## config.mk

```make
export PLATFORM = sky130hd
export DESIGN_NAME = climate_ctrl_mz_flat
export DESIGN_NICKNAME = d
export VERILOG_FILES = /design/src/rtl/climate_ctrl_mz_if.sv /design/src/rtl/climate_ctrl_mz.sv /design/src/flat_wrapper.sv
export SDC_FILE = /design/constraint.sdc
export NUM_CORES = 1
export LEC_CHECK = 0
export CAP_MARGIN = 30
export CORE_ASPECT_RATIO = 1.25
export CORE_MARGIN = 3
export CORE_UTILIZATION = 57
export DETAILED_ROUTE_END_ITERATION = 8
export GPL_TIMING_DRIVEN = 0
export PLACE_DENSITY = 0.88
export REMOVE_ABC_BUFFERS = 1
export SETUP_SLACK_MARGIN = 0.05
export SYNTH_ARGS = -nofsm -noshare
export SYNTH_HDL_FRONTEND = slang
export SYNTH_SLANG_ARGS = --single-unit
```

## constraint.sdc

```tcl
create_clock -name clk -period 4.5 [get_ports clk]
set_input_delay 1.125 -clock clk [delete_from_list [all_inputs] [get_ports clk]]
set_output_delay 1.125 -clock clk [all_outputs]
set_load 0.005 [all_outputs]
```

## src/rtl/climate_ctrl_mz_if.sv

```systemverilog
`default_nettype none
// ============================================================================
//  Module      : climate_ctrl_mz_if
//  Description : Sensor-side and actuator-side signal bundle for the
//                climate_ctrl_mz thermostat controller.
//  Revision    : 1.0 - initial release
// ============================================================================
interface climate_ctrl_mz_if #(
    parameter int SENSOR_W = 8,
    parameter int FAN_W    = 4
);
    logic                       enable;
    logic signed [SENSOR_W-1:0] sensor;
    logic                       sensor_valid;
    logic                       heater;
    logic                       cooler;
    logic        [FAN_W-1:0]    fan_rps;
    logic        [1:0]          mode;
    logic                       fault;

    // Sensor front-end / supervisor side: supplies samples, observes actuators
    modport master (
        output enable,
        output sensor,
        output sensor_valid,
        input  heater,
        input  cooler,
        input  fan_rps,
        input  mode,
        input  fault
    );

    // Controller side
    modport slave (
        input  enable,
        input  sensor,
        input  sensor_valid,
        output heater,
        output cooler,
        output fan_rps,
        output mode,
        output fault
    );
endinterface
`default_nettype wire

```

## src/rtl/climate_ctrl_mz.sv

```systemverilog
`default_nettype none
// ============================================================================
//  Module      : climate_ctrl_mz
//  Description : Thermostat controller. Signed temperature samples select
//                IDLE/HEAT/COOL with hysteresis and a minimum mode dwell,
//                choose a three-level fan target while cooling, ramp the fan
//                speed toward that target, and lock out on repeated
//                out-of-range samples (FAULT).
//  Revision    : 1.0 - initial release
// ============================================================================
module climate_ctrl_mz #(
    parameter int SENSOR_W  = 8,
    parameter int FAN_W     = 4,
    parameter int HEAT_ON   = 15,
    parameter int HEAT_OFF  = 30,
    parameter int COOL_ON   = 35,
    parameter int COOL_OFF  = 25,
    parameter int FAN_LO    = 4,
    parameter int FAN_MID   = 6,
    parameter int FAN_HI    = 8,
    parameter int LO_UP     = 40,
    parameter int MID_DN    = 35,
    parameter int MID_UP    = 45,
    parameter int HI_DN     = 40,
    parameter int MIN_DWELL = 4,
    parameter int RAMP_DIV  = 2,
    parameter int SENSE_MIN = -40,
    parameter int SENSE_MAX = 100,
    parameter int FAULT_CNT = 3
) (
    input  logic              clk,
    input  logic              reset,
    climate_ctrl_mz_if.slave  bus_if
);

    localparam int c_dwell_w = $clog2(MIN_DWELL + 1);
    localparam int c_ramp_w  = $clog2(RAMP_DIV + 1);
    localparam int c_fcnt_w  = $clog2(FAULT_CNT + 1);

    localparam logic signed [SENSOR_W-1:0] c_heat_on   = SENSOR_W'(HEAT_ON);
    localparam logic signed [SENSOR_W-1:0] c_heat_off  = SENSOR_W'(HEAT_OFF);
    localparam logic signed [SENSOR_W-1:0] c_cool_on   = SENSOR_W'(COOL_ON);
    localparam logic signed [SENSOR_W-1:0] c_cool_off  = SENSOR_W'(COOL_OFF);
    localparam logic signed [SENSOR_W-1:0] c_lo_up     = SENSOR_W'(LO_UP);
    localparam logic signed [SENSOR_W-1:0] c_mid_dn    = SENSOR_W'(MID_DN);
    localparam logic signed [SENSOR_W-1:0] c_mid_up    = SENSOR_W'(MID_UP);
    localparam logic signed [SENSOR_W-1:0] c_hi_dn     = SENSOR_W'(HI_DN);
    localparam logic signed [SENSOR_W-1:0] c_sense_min = SENSOR_W'(SENSE_MIN);
    localparam logic signed [SENSOR_W-1:0] c_sense_max = SENSOR_W'(SENSE_MAX);

    localparam logic [FAN_W-1:0]     c_fan_lo    = FAN_W'(FAN_LO);
    localparam logic [FAN_W-1:0]     c_fan_mid   = FAN_W'(FAN_MID);
    localparam logic [FAN_W-1:0]     c_fan_hi    = FAN_W'(FAN_HI);
    localparam logic [FAN_W-1:0]     c_fan_one   = FAN_W'(1);
    localparam logic [c_dwell_w-1:0] c_min_dwell = c_dwell_w'(MIN_DWELL);
    localparam logic [c_dwell_w-1:0] c_dwell_one = c_dwell_w'(1);
    localparam logic [c_ramp_w-1:0]  c_ramp_last = c_ramp_w'(RAMP_DIV - 1);
    localparam logic [c_ramp_w-1:0]  c_ramp_one  = c_ramp_w'(1);
    localparam logic [c_fcnt_w-1:0]  c_fault_cnt = c_fcnt_w'(FAULT_CNT);
    localparam logic [c_fcnt_w-1:0]  c_fcnt_one  = c_fcnt_w'(1);

    typedef enum logic [1:0] {
        MODE_IDLE  = 2'd0,
        MODE_HEAT  = 2'd1,
        MODE_COOL  = 2'd2,
        MODE_FAULT = 2'd3
    } mode_e;

    mode_e                 mode_q,    mode_d;
    logic [FAN_W-1:0]      fan_tgt_q, fan_tgt_d;
    logic [FAN_W-1:0]      fan_rps_q, fan_rps_d;
    logic [c_dwell_w-1:0]  dwell_q,   dwell_d;
    logic [c_ramp_w-1:0]   ramp_q,    ramp_d;
    logic [c_fcnt_w-1:0]   bad_q,     bad_d;
    logic [c_fcnt_w-1:0]   good_q,    good_d;
    logic                  heater_q;
    logic                  cooler_q;
    logic                  fault_q;

    logic signed [SENSOR_W-1:0] w_sample;
    logic                       w_in_range;
    logic                       w_good_sample;
    logic                       w_dwell_done;

    assign w_sample      = bus_if.sensor;
    assign w_in_range    = (w_sample >= c_sense_min) && (w_sample <= c_sense_max);
    assign w_good_sample = bus_if.sensor_valid && w_in_range;
    assign w_dwell_done  = (dwell_q == c_min_dwell);

    // Register all state and the decoded actuator outputs
    always_ff @(posedge clk) begin
        if (reset) begin
            mode_q    <= MODE_IDLE;
            fan_tgt_q <= '0;
            fan_rps_q <= '0;
            dwell_q   <= '0;
            ramp_q    <= '0;
            bad_q     <= '0;
            good_q    <= '0;
            heater_q  <= 1'b0;
            cooler_q  <= 1'b0;
            fault_q   <= 1'b0;
        end else begin
            mode_q    <= mode_d;
            fan_tgt_q <= fan_tgt_d;
            fan_rps_q <= fan_rps_d;
            dwell_q   <= dwell_d;
            ramp_q    <= ramp_d;
            bad_q     <= bad_d;
            good_q    <= good_d;
            heater_q  <= (mode_d == MODE_HEAT);
            cooler_q  <= (mode_d == MODE_COOL);
            fault_q   <= (mode_d == MODE_FAULT);
        end
    end

    // Next-state: fan ramp, fault qualification, mode/fan-band transitions, dwell
    always_comb begin
        mode_d    = mode_q;
        fan_tgt_d = fan_tgt_q;
        fan_rps_d = fan_rps_q;
        dwell_d   = dwell_q;
        ramp_d    = ramp_q;
        bad_d     = bad_q;
        good_d    = good_q;

        // The ramp chases the registered target, independent of mode logic;
        // a mid-ramp target change keeps the partial ramp count.
        if (fan_rps_q != fan_tgt_q) begin
            if (ramp_q == c_ramp_last) begin
                ramp_d    = '0;
                fan_rps_d = (fan_rps_q < fan_tgt_q) ? (fan_rps_q + c_fan_one)
                                                    : (fan_rps_q - c_fan_one);
            end else begin
                ramp_d = ramp_q + c_ramp_one;
            end
        end else begin
            ramp_d = '0;
        end

        if (!bus_if.enable) begin
            // Fault counters deliberately hold while disabled
            mode_d    = MODE_IDLE;
            fan_tgt_d = '0;
        end else begin
            if (bus_if.sensor_valid) begin
                if (!w_in_range) begin
                    if (bad_q != c_fault_cnt) begin
                        bad_d = bad_q + c_fcnt_one;
                    end
                    good_d = '0;
                end else begin
                    bad_d = '0;
                    if ((mode_q == MODE_FAULT) && (good_q != c_fault_cnt)) begin
                        good_d = good_q + c_fcnt_one;
                    end
                end
            end

            if ((mode_q != MODE_FAULT) && (bad_d == c_fault_cnt)) begin
                mode_d    = MODE_FAULT;
                fan_tgt_d = '0;
                good_d    = '0;
            end else if (mode_q == MODE_FAULT) begin
                if (good_d == c_fault_cnt) begin
                    mode_d    = MODE_IDLE;
                    fan_tgt_d = '0;
                    good_d    = '0;
                end
            end else if (w_good_sample) begin
                case (mode_q)
                    MODE_IDLE: begin
                        if (w_dwell_done) begin
                            if (w_sample > c_cool_on) begin
                                mode_d    = MODE_COOL;
                                fan_tgt_d = c_fan_lo;
                            end else if (w_sample < c_heat_on) begin
                                mode_d = MODE_HEAT;
                            end
                        end
                    end
                    MODE_HEAT: begin
                        if (w_dwell_done && (w_sample > c_heat_off)) begin
                            mode_d = MODE_IDLE;
                        end
                    end
                    MODE_COOL: begin
                        // A dwell-blocked exit request suppresses band steps too
                        if ((fan_tgt_q == c_fan_lo) && (w_sample < c_cool_off)) begin
                            if (w_dwell_done) begin
                                mode_d    = MODE_IDLE;
                                fan_tgt_d = '0;
                            end
                        end else if (fan_tgt_q == c_fan_lo) begin
                            if (w_sample > c_lo_up) begin
                                fan_tgt_d = c_fan_mid;
                            end
                        end else if (fan_tgt_q == c_fan_mid) begin
                            if (w_sample < c_mid_dn) begin
                                fan_tgt_d = c_fan_lo;
                            end else if (w_sample > c_mid_up) begin
                                fan_tgt_d = c_fan_hi;
                            end
                        end else if (fan_tgt_q == c_fan_hi) begin
                            if (w_sample < c_hi_dn) begin
                                fan_tgt_d = c_fan_mid;
                            end
                        end
                    end
                    default: begin
                        mode_d = mode_q;
                    end
                endcase
            end
        end

        // Dwell restarts on any mode change or while disabled, else saturates
        if (!bus_if.enable || (mode_d != mode_q)) begin
            dwell_d = '0;
        end else if (!w_dwell_done) begin
            dwell_d = dwell_q + c_dwell_one;
        end
    end

    assign bus_if.heater  = heater_q;
    assign bus_if.cooler  = cooler_q;
    assign bus_if.fan_rps = fan_rps_q;
    assign bus_if.mode    = mode_q;
    assign bus_if.fault   = fault_q;

endmodule
`default_nettype wire

```

## src/flat_wrapper.sv

```systemverilog
// flat-port wrapper written by rule: the top's interface ports become plain ports
module climate_ctrl_mz_flat 
#(
    parameter int SENSOR_W  = 8,
    parameter int FAN_W     = 4,
    parameter int HEAT_ON   = 15,
    parameter int HEAT_OFF  = 30,
    parameter int COOL_ON   = 35,
    parameter int COOL_OFF  = 25,
    parameter int FAN_LO    = 4,
    parameter int FAN_MID   = 6,
    parameter int FAN_HI    = 8,
    parameter int LO_UP     = 40,
    parameter int MID_DN    = 35,
    parameter int MID_UP    = 45,
    parameter int HI_DN     = 40,
    parameter int MIN_DWELL = 4,
    parameter int RAMP_DIV  = 2,
    parameter int SENSE_MIN = -40,
    parameter int SENSE_MAX = 100,
    parameter int FAULT_CNT = 3
)
  (clk, reset, bus_if_enable, bus_if_sensor, bus_if_sensor_valid, bus_if_heater, bus_if_cooler, bus_if_fan_rps, bus_if_mode, bus_if_fault);
  climate_ctrl_mz_if #(.SENSOR_W(SENSOR_W), .FAN_W(FAN_W)) bus_if_i ();
  input  logic clk;
  input  logic reset;
  input wire logic [$bits(bus_if_i.enable)-1:0] bus_if_enable;
  input wire logic [$bits(bus_if_i.sensor)-1:0] bus_if_sensor;
  input wire logic [$bits(bus_if_i.sensor_valid)-1:0] bus_if_sensor_valid;
  output wire logic [$bits(bus_if_i.heater)-1:0] bus_if_heater;
  output wire logic [$bits(bus_if_i.cooler)-1:0] bus_if_cooler;
  output wire logic [$bits(bus_if_i.fan_rps)-1:0] bus_if_fan_rps;
  output wire logic [$bits(bus_if_i.mode)-1:0] bus_if_mode;
  output wire logic [$bits(bus_if_i.fault)-1:0] bus_if_fault;
  assign bus_if_i.enable = bus_if_enable;
  assign bus_if_i.sensor = bus_if_sensor;
  assign bus_if_i.sensor_valid = bus_if_sensor_valid;
  assign bus_if_heater = bus_if_i.heater;
  assign bus_if_cooler = bus_if_i.cooler;
  assign bus_if_fan_rps = bus_if_i.fan_rps;
  assign bus_if_mode = bus_if_i.mode;
  assign bus_if_fault = bus_if_i.fault;
  climate_ctrl_mz #(.SENSOR_W(SENSOR_W), .FAN_W(FAN_W), .HEAT_ON(HEAT_ON), .HEAT_OFF(HEAT_OFF), .COOL_ON(COOL_ON), .COOL_OFF(COOL_OFF), .FAN_LO(FAN_LO), .FAN_MID(FAN_MID), .FAN_HI(FAN_HI), .LO_UP(LO_UP), .MID_DN(MID_DN), .MID_UP(MID_UP), .HI_DN(HI_DN), .MIN_DWELL(MIN_DWELL), .RAMP_DIV(RAMP_DIV), .SENSE_MIN(SENSE_MIN), .SENSE_MAX(SENSE_MAX), .FAULT_CNT(FAULT_CNT)) u_core (.clk(clk), .reset(reset), .bus_if(bus_if_i));
endmodule
```

Word-level counts from Yosys, hierarchy flattened. Cells that the tools add are included.

Add/subtract/negate cells: 6. $lt $le $gt $ge: 11. Eq/ne operators: 26. Mux-type cells: 39. Bitwise operators: 2. Reduce and logical (&&, ||, !) cells: 16.

Operators with widths (count): two-way mux 4 bit (15); two-way mux 2 bit (22); > comparator 8 x 7 -> 1 bit, second input constant (3); < comparator 8 x 7 -> 1 bit, second input constant (2); equality test 2 bit, second input constant (6); != test 6 x 1 -> 1 bit, second input constant (2); AND reduction 10 bit (1); equality test 4 x 3 -> 1 bit, second input constant (2); greater-or-equal comparator 8 x 7 -> 1 bit, second input constant (1); > comparator 8 x 6 -> 1 bit, second input constant (1); less-or-equal comparator 8 bit, second input constant (1); < comparator 8 x 5 -> 1 bit, second input constant (1); < comparator 8 x 6 -> 1 bit, second input constant (1); != test 2 bit, second input constant (4); one-hot mux 4 bit (2 select lines) (1); != test 7 x 4 -> 1 bit, second input constant (1); adder 2 x 1 -> 2 bit, second input constant (3); equality test 2 x 1 -> 1 bit, second input constant (3); logical AND 1 bit (6); != test 3 x 1 -> 1 bit, second input constant (2); one-hot mux 2 bit (3 select lines) (1); OR reduction 3 bit (2); != test 5 x 4 -> 1 bit, second input constant (1); adder 4 x 1 -> 4 bit, second input constant (1); other kinds (16) (17).

Flip-flop bits (word level): 22. Input bits: 12. Output and inout bits: 9. Word-level logic and storage cells: 110.

Depth between registers and ports, before layout.
Depth after elaboration: 14. Depth in mapped cells: 11.

Worst setup path before layout. No wires, ideal clock.

Path kind: input port to flip-flop. Start point: input port bus_if_sensor[3]. End point: register u_core.fan_tgt_q[1]. Setup time: 0.122 ns. Data arrival time: 3.069 ns. Setup slack: 1.309 ns. Stages on the path: 7. Cells stage by stage: buf_2 o311a_1 or4_1 a311o_1 buf_6 a221o_1 mux2i_1.

Cells in the longest elaborated chain, start to end: 8.

RTL lines: start: declaration (line flat_wrapper.sv:28) `input wire logic [$bits(bus_if_i.sensor)-1:0] bus_if_sensor;`; greater-or-equal comparator 8 x 7 -> 1 bit, or another cell as far along (line climate_ctrl_mz.sv:86) `assign w_in_range = (w_sample >= c_sense_min) && (w_sample <= c_sense_max);`; logical AND 1 bit / two-way mux 4 bit (equally long branches) (line climate_ctrl_mz.sv:86, climate_ctrl_mz.sv:199); two-way mux 2 bit / two-way mux 4 bit (equally long branches) (line climate_ctrl_mz.sv:147, climate_ctrl_mz.sv:198); two-way mux 2 bit / two-way mux 4 bit (equally long branches) (line climate_ctrl_mz.sv:146, climate_ctrl_mz.sv:194); two-way mux 2 bit / two-way mux 4 bit (equally long branches) (line climate_ctrl_mz.sv:141, climate_ctrl_mz.sv:189); equality test 2 bit, or another cell as far along (line climate_ctrl_mz.sv:165) `if (good_d == c_fault_cnt) begin`; != test 2 bit (no source line), or another cell as far along; AND reduction 10 bit (no source line), or another cell as far along; end signal: assignment (line climate_ctrl_mz.sv:105) `fan_tgt_q <= fan_tgt_d;`; end: declaration (line climate_ctrl_mz.sv:70) `logic [FAN_W-1:0] fan_tgt_q, fan_tgt_d;`.

Parallel ways exist; a longest one is shown, timed or not. The select of a mux whose other input is x is not followed. A chain may end at the register's enable or synchronous reset.

Worst setup path in the final report.
Start point: input port bus_if_sensor[4]. End point: register u_core.dwell_q[1].

Cells in the longest elaborated chain, start to end: 13.

RTL lines: greater-or-equal comparator 8 x 7 -> 1 bit / less-or-equal comparator 8 bit (equally long branches) (line climate_ctrl_mz.sv:86); logical AND 1 bit (line climate_ctrl_mz.sv:86); two-way mux 2 bit (line climate_ctrl_mz.sv:147) `if (!w_in_range) begin`; two-way mux 2 bit (line climate_ctrl_mz.sv:146) `if (bus_if.sensor_valid) begin`; two-way mux 2 bit (line climate_ctrl_mz.sv:141) `if (!bus_if.enable) begin`; equality test 2 bit (line climate_ctrl_mz.sv:165); two-way mux 2 bit (line climate_ctrl_mz.sv:165); two-way mux 2 bit (line climate_ctrl_mz.sv:164) `end else if (mode_q == MODE_FAULT) begin`; two-way mux 2 bit (*) (line climate_ctrl_mz.sv:160) `if ((mode_q != MODE_FAULT) && (bad_d == c_fault_cnt)) begin`; two-way mux 2 bit (*) (line climate_ctrl_mz.sv:141); != test 2 bit (*) (line climate_ctrl_mz.sv:218) `if (!bus_if.enable || (mode_d != mode_q)) begin`; logical OR 1 bit (*) (line climate_ctrl_mz.sv:218); OR reduction 2 bit (no source line) (*); end signal: assignment (line climate_ctrl_mz.sv:107) `dwell_q <= dwell_d;`; end: declaration (line climate_ctrl_mz.sv:72) `logic [c_dwell_w-1:0] dwell_q, dwell_d;`.

Every way passes the cells marked *; elsewhere a longest branch is shown, timed or not. The select of a mux whose other input is x is not followed.

==> impl_metrics.toml <==
[global_route]
grt-ovfl-total = 0
grt_max_degree = 16
grt_pass1_wl_um = 6423
grt_pass1_vias = 1468
grt_usage_pct = 24.47
antenna_found_initial = 0

[synthesis]
synth-main-ff-cell = "dfxtp_1"
asyncSetResetFlopFracSynth_pct = 0
synthMuxAreaShare_pct = 6.011
synthMostInstantiatedCell = "nor2_1"
syn_area_um2 = 1540
ys_seq_area_share_pct = 27.29
ys_ff_latch = 21
postSynthCellCount = 195
synthAdderAreaFrac_pct = 8.611
synth-compound-area-share_pct = 21.77
synth_largest_area_cell = "dfxtp_1"
synth_simple_gate_area_share_pct = 29.16
synth-xor-area-share_pct = 1.706
yosysWarnings = 0
netlist.area_leader.share_pct = 27.29
synth_edf_count = 0
netlist_top_cells_count = "22 x nor2_1, 21 x dfxtp_1, 17 x nand2_1"
synth_top_family_by_area = "simple AND/OR/NAND/NOR gates"
yosys-top-cells-area = "dfxtp_1 27%, ha_1 7.3%, nor2_1 5.4%, mux2i_1 4.5%, nand2_1 4.1%"
synth_cell_types = 48
synth_area_per_cell_um2 = 7.899

[placed_design]
gp_congestion = 0.8459
dp_hpwl_um = 2788
dp_cells = 241
portBuffers = 20
pre_cts_ws_ps = 499.2

[power_and_ir_drop]
p_int_w = 0.0002417
comb_power_share_pct = 14.7
vdd_drop_max_v = 0.0001546
p_leak_nw = 0.6716
swShare_pct = 28.61
pwr-share-seq_pct = 55.8
p_clk_share_pct = 29.5
power.density_nw_per_um2 = 191.2
p_switching_w = 0.00009685

[worst_setup_path]
timing.rr.end = "u_core.bus_if.fan_rps[3]"
critPathCaptureType = "flip-flop"
critPathLaunch = "bus_if_sensor[4]"
crit_arrival_ps = 3900
required_ps = 4760
critPathLaunchType = "primary input"
rr_startpoint = "u_core.fan_tgt_q[2]"
rrSetupSlack_ps = 1990
cp_max_fo = 10
path_class = "primary input to flip-flop"
ff2ff_path_depth = 11

[clock_network]
postCtsResizedCells = 0
clk_pin_slew_ps = 140
postCtsSetupRepairBufs = 0
root_buffer = "clkbuf_4"
holdBufCountCts = 0
tritoncts = "built"
htree_num_levels = 1
cts-buffers-inserted = 3
worstSkewPairLatency_ps = 320
clock_path_buffers = 2
clkSinkCount = 21

[sta]
finalCriticalPeriod_ps = 3646
worst_slack_ps = 854.2
fin_skew_ps = 16.58
fmax_ghz = 0.2743
hold_viol_final = 0
final_max_slew_viol_count = 0
period_share_pct = 81.02
fin_tns_setup_ps = 0
worstMarginPinSlew_ps = 912.2
grt_setup_unrepaired = "no"
setup_viol_count_final = 0
max-slew-margin-rel_pct = 37.62

[routing]
post_drt_wl_per_cell_um = 15.04
drtAntennaViolNets = 0
initialDrtViolationCount = 71
top_layer = "met4"
met3_wirelength_um = 184
wl_met1_um = 1469
vias = 1528
avgViaCountPerCell = 6.237
drc = 0
finalWirelength_um = 3685
met2RoutedLength_um = 1923
first_pass_iters = 4

[layout]
drive_gt1_share_pct = 4.245
area_growth_pct = 14.95
diodes = 0
final_cells = 245
nNetsFinal = 235

[floorplan]
start_util_pct = 61.55
fp.dieArea_um2 = 3366
io_pins = 21
fp.dieH_um = 64.12
num_rows = 20
coreArea_um2 = 2502
die_w_um = 52.50

[min_path]
hold_class = "flip-flop to flip-flop"
hold_start = "u_core.ramp_q[0]"
holdPathStages = 1
hold_end = "u_core.ramp_q[0]"

[run_status]
outcome = "finished clean"

[flow_run]
drv_cap = 0
## stage by stage
step	area [µm²]	hold WS, ps	total power [W]	utilization, %
detailed placement	1743	425.8	0.0002416	69.65
CTS	1770	444.7	0.0003363	70.75
global placement	1743	406.2	0.0002385	69.65
floorplan	1501	397.8	0.0002168	-
global route	1770	477.6	0.0003526	70.75
finish	1770	437.8	0.0003385	70.75
## kinds of logic after synthesis
kind of cell	after synthesis
muxes	9
AOI/OAI and AO/OA	47
and+or+nand+nor	86
buffers and inverters	19
DFF	21
xor gates and xnor gates	3
adders and majority gates	10
## worst max-delay path by stage
stage / endpoint / slack (ps) / cells past startpoint
floorplan: u_core.fan_tgt_q[1] / 1330 / 6
global placement: u_core.fan_tgt_q[2] / 620 / 7
detailed placement: u_core.dwell_q[1] / 500 / 7
CTS: u_core.dwell_q[1] / 830 / 7
global route: u_core.bus_if.cooler / 640 / 7
finish: u_core.dwell_q[1] / 850 / 7
## flip-flops by register name, summed over array words and instances (netlist names)
signal and flops:
u_core.bus_if.heater 1, u_core.ramp_q 2, u_core.bus_if.mode 2, u_core.fan_tgt_q 3, u_core.bad_q 2, u_core.dwell_q 3, u_core.good_q 2, u_core.bus_if.fault 1
u_core.bus_if.cooler 1, u_core.bus_if.fan_rps 4
## layout make-up
| cell class | count | area (µm²) |
|---|---|---|
| Timing Repair Buffer | 20 | 200.2 |
| Multi-Input combinational cell | 155 | 1036 |
| Fill cell | 210 | 732.0 |
| Inverter | 12 | 45.04 |
| Tap cell | 33 | 41.29 |
| Clock buffer | 3 | 22.52 |
| Clock inverter | 1 | 5.005 |
| Sequential cell | 21 | 420.4 |
## placed cells by master, fill, tap and decap left out, types with 3 or more instances in the layout
master / instances
inv_1: 12
nor3b_1: 3
clkdlybuf4s50_1: 20
nor3_1: 6
o21ai_0: 6
a21o_1: 3
nor2_1: 22
clkbuf_4: 3
nand2_1: 17
ha_1: 9
a31oi_1: 5
nand4_1: 9
mux2i_1: 7
a21oi_1: 11
nand2b_1: 6
nor2b_1: 9
o211ai_1: 3
dfxtp_1: 21
## power by group through the flow
stage,logic (W),clock network (W),registers [W]
after global placement,0.0000458,0,0.000193
after global routing,0.0000550,0.000109,0.000189
after CTS,0.0000492,0.0000984,0.000189
after floorplan,0.0000243,0,0.000193
final,0.0000499,0.0000998,0.000189
after detailed placement,0.0000487,0,0.000193
## routing by layer
layer  vias up  track usage (%)
met5         -                0
met4         0            9.904
met3        15            2.564
met2        60            42.86
met1       697            29.44
li1        756                -
## worst max-delay path, cell delays in order
cell and delay (ps):
clkdlybuf4s50_1 690, a21oi_1 110, o21ai_0 520, a41oi_1 280, a311o_1 530, a21oi_2 390
mux2i_1 260
Note: power is estimated with default switching activity, not from simulation.
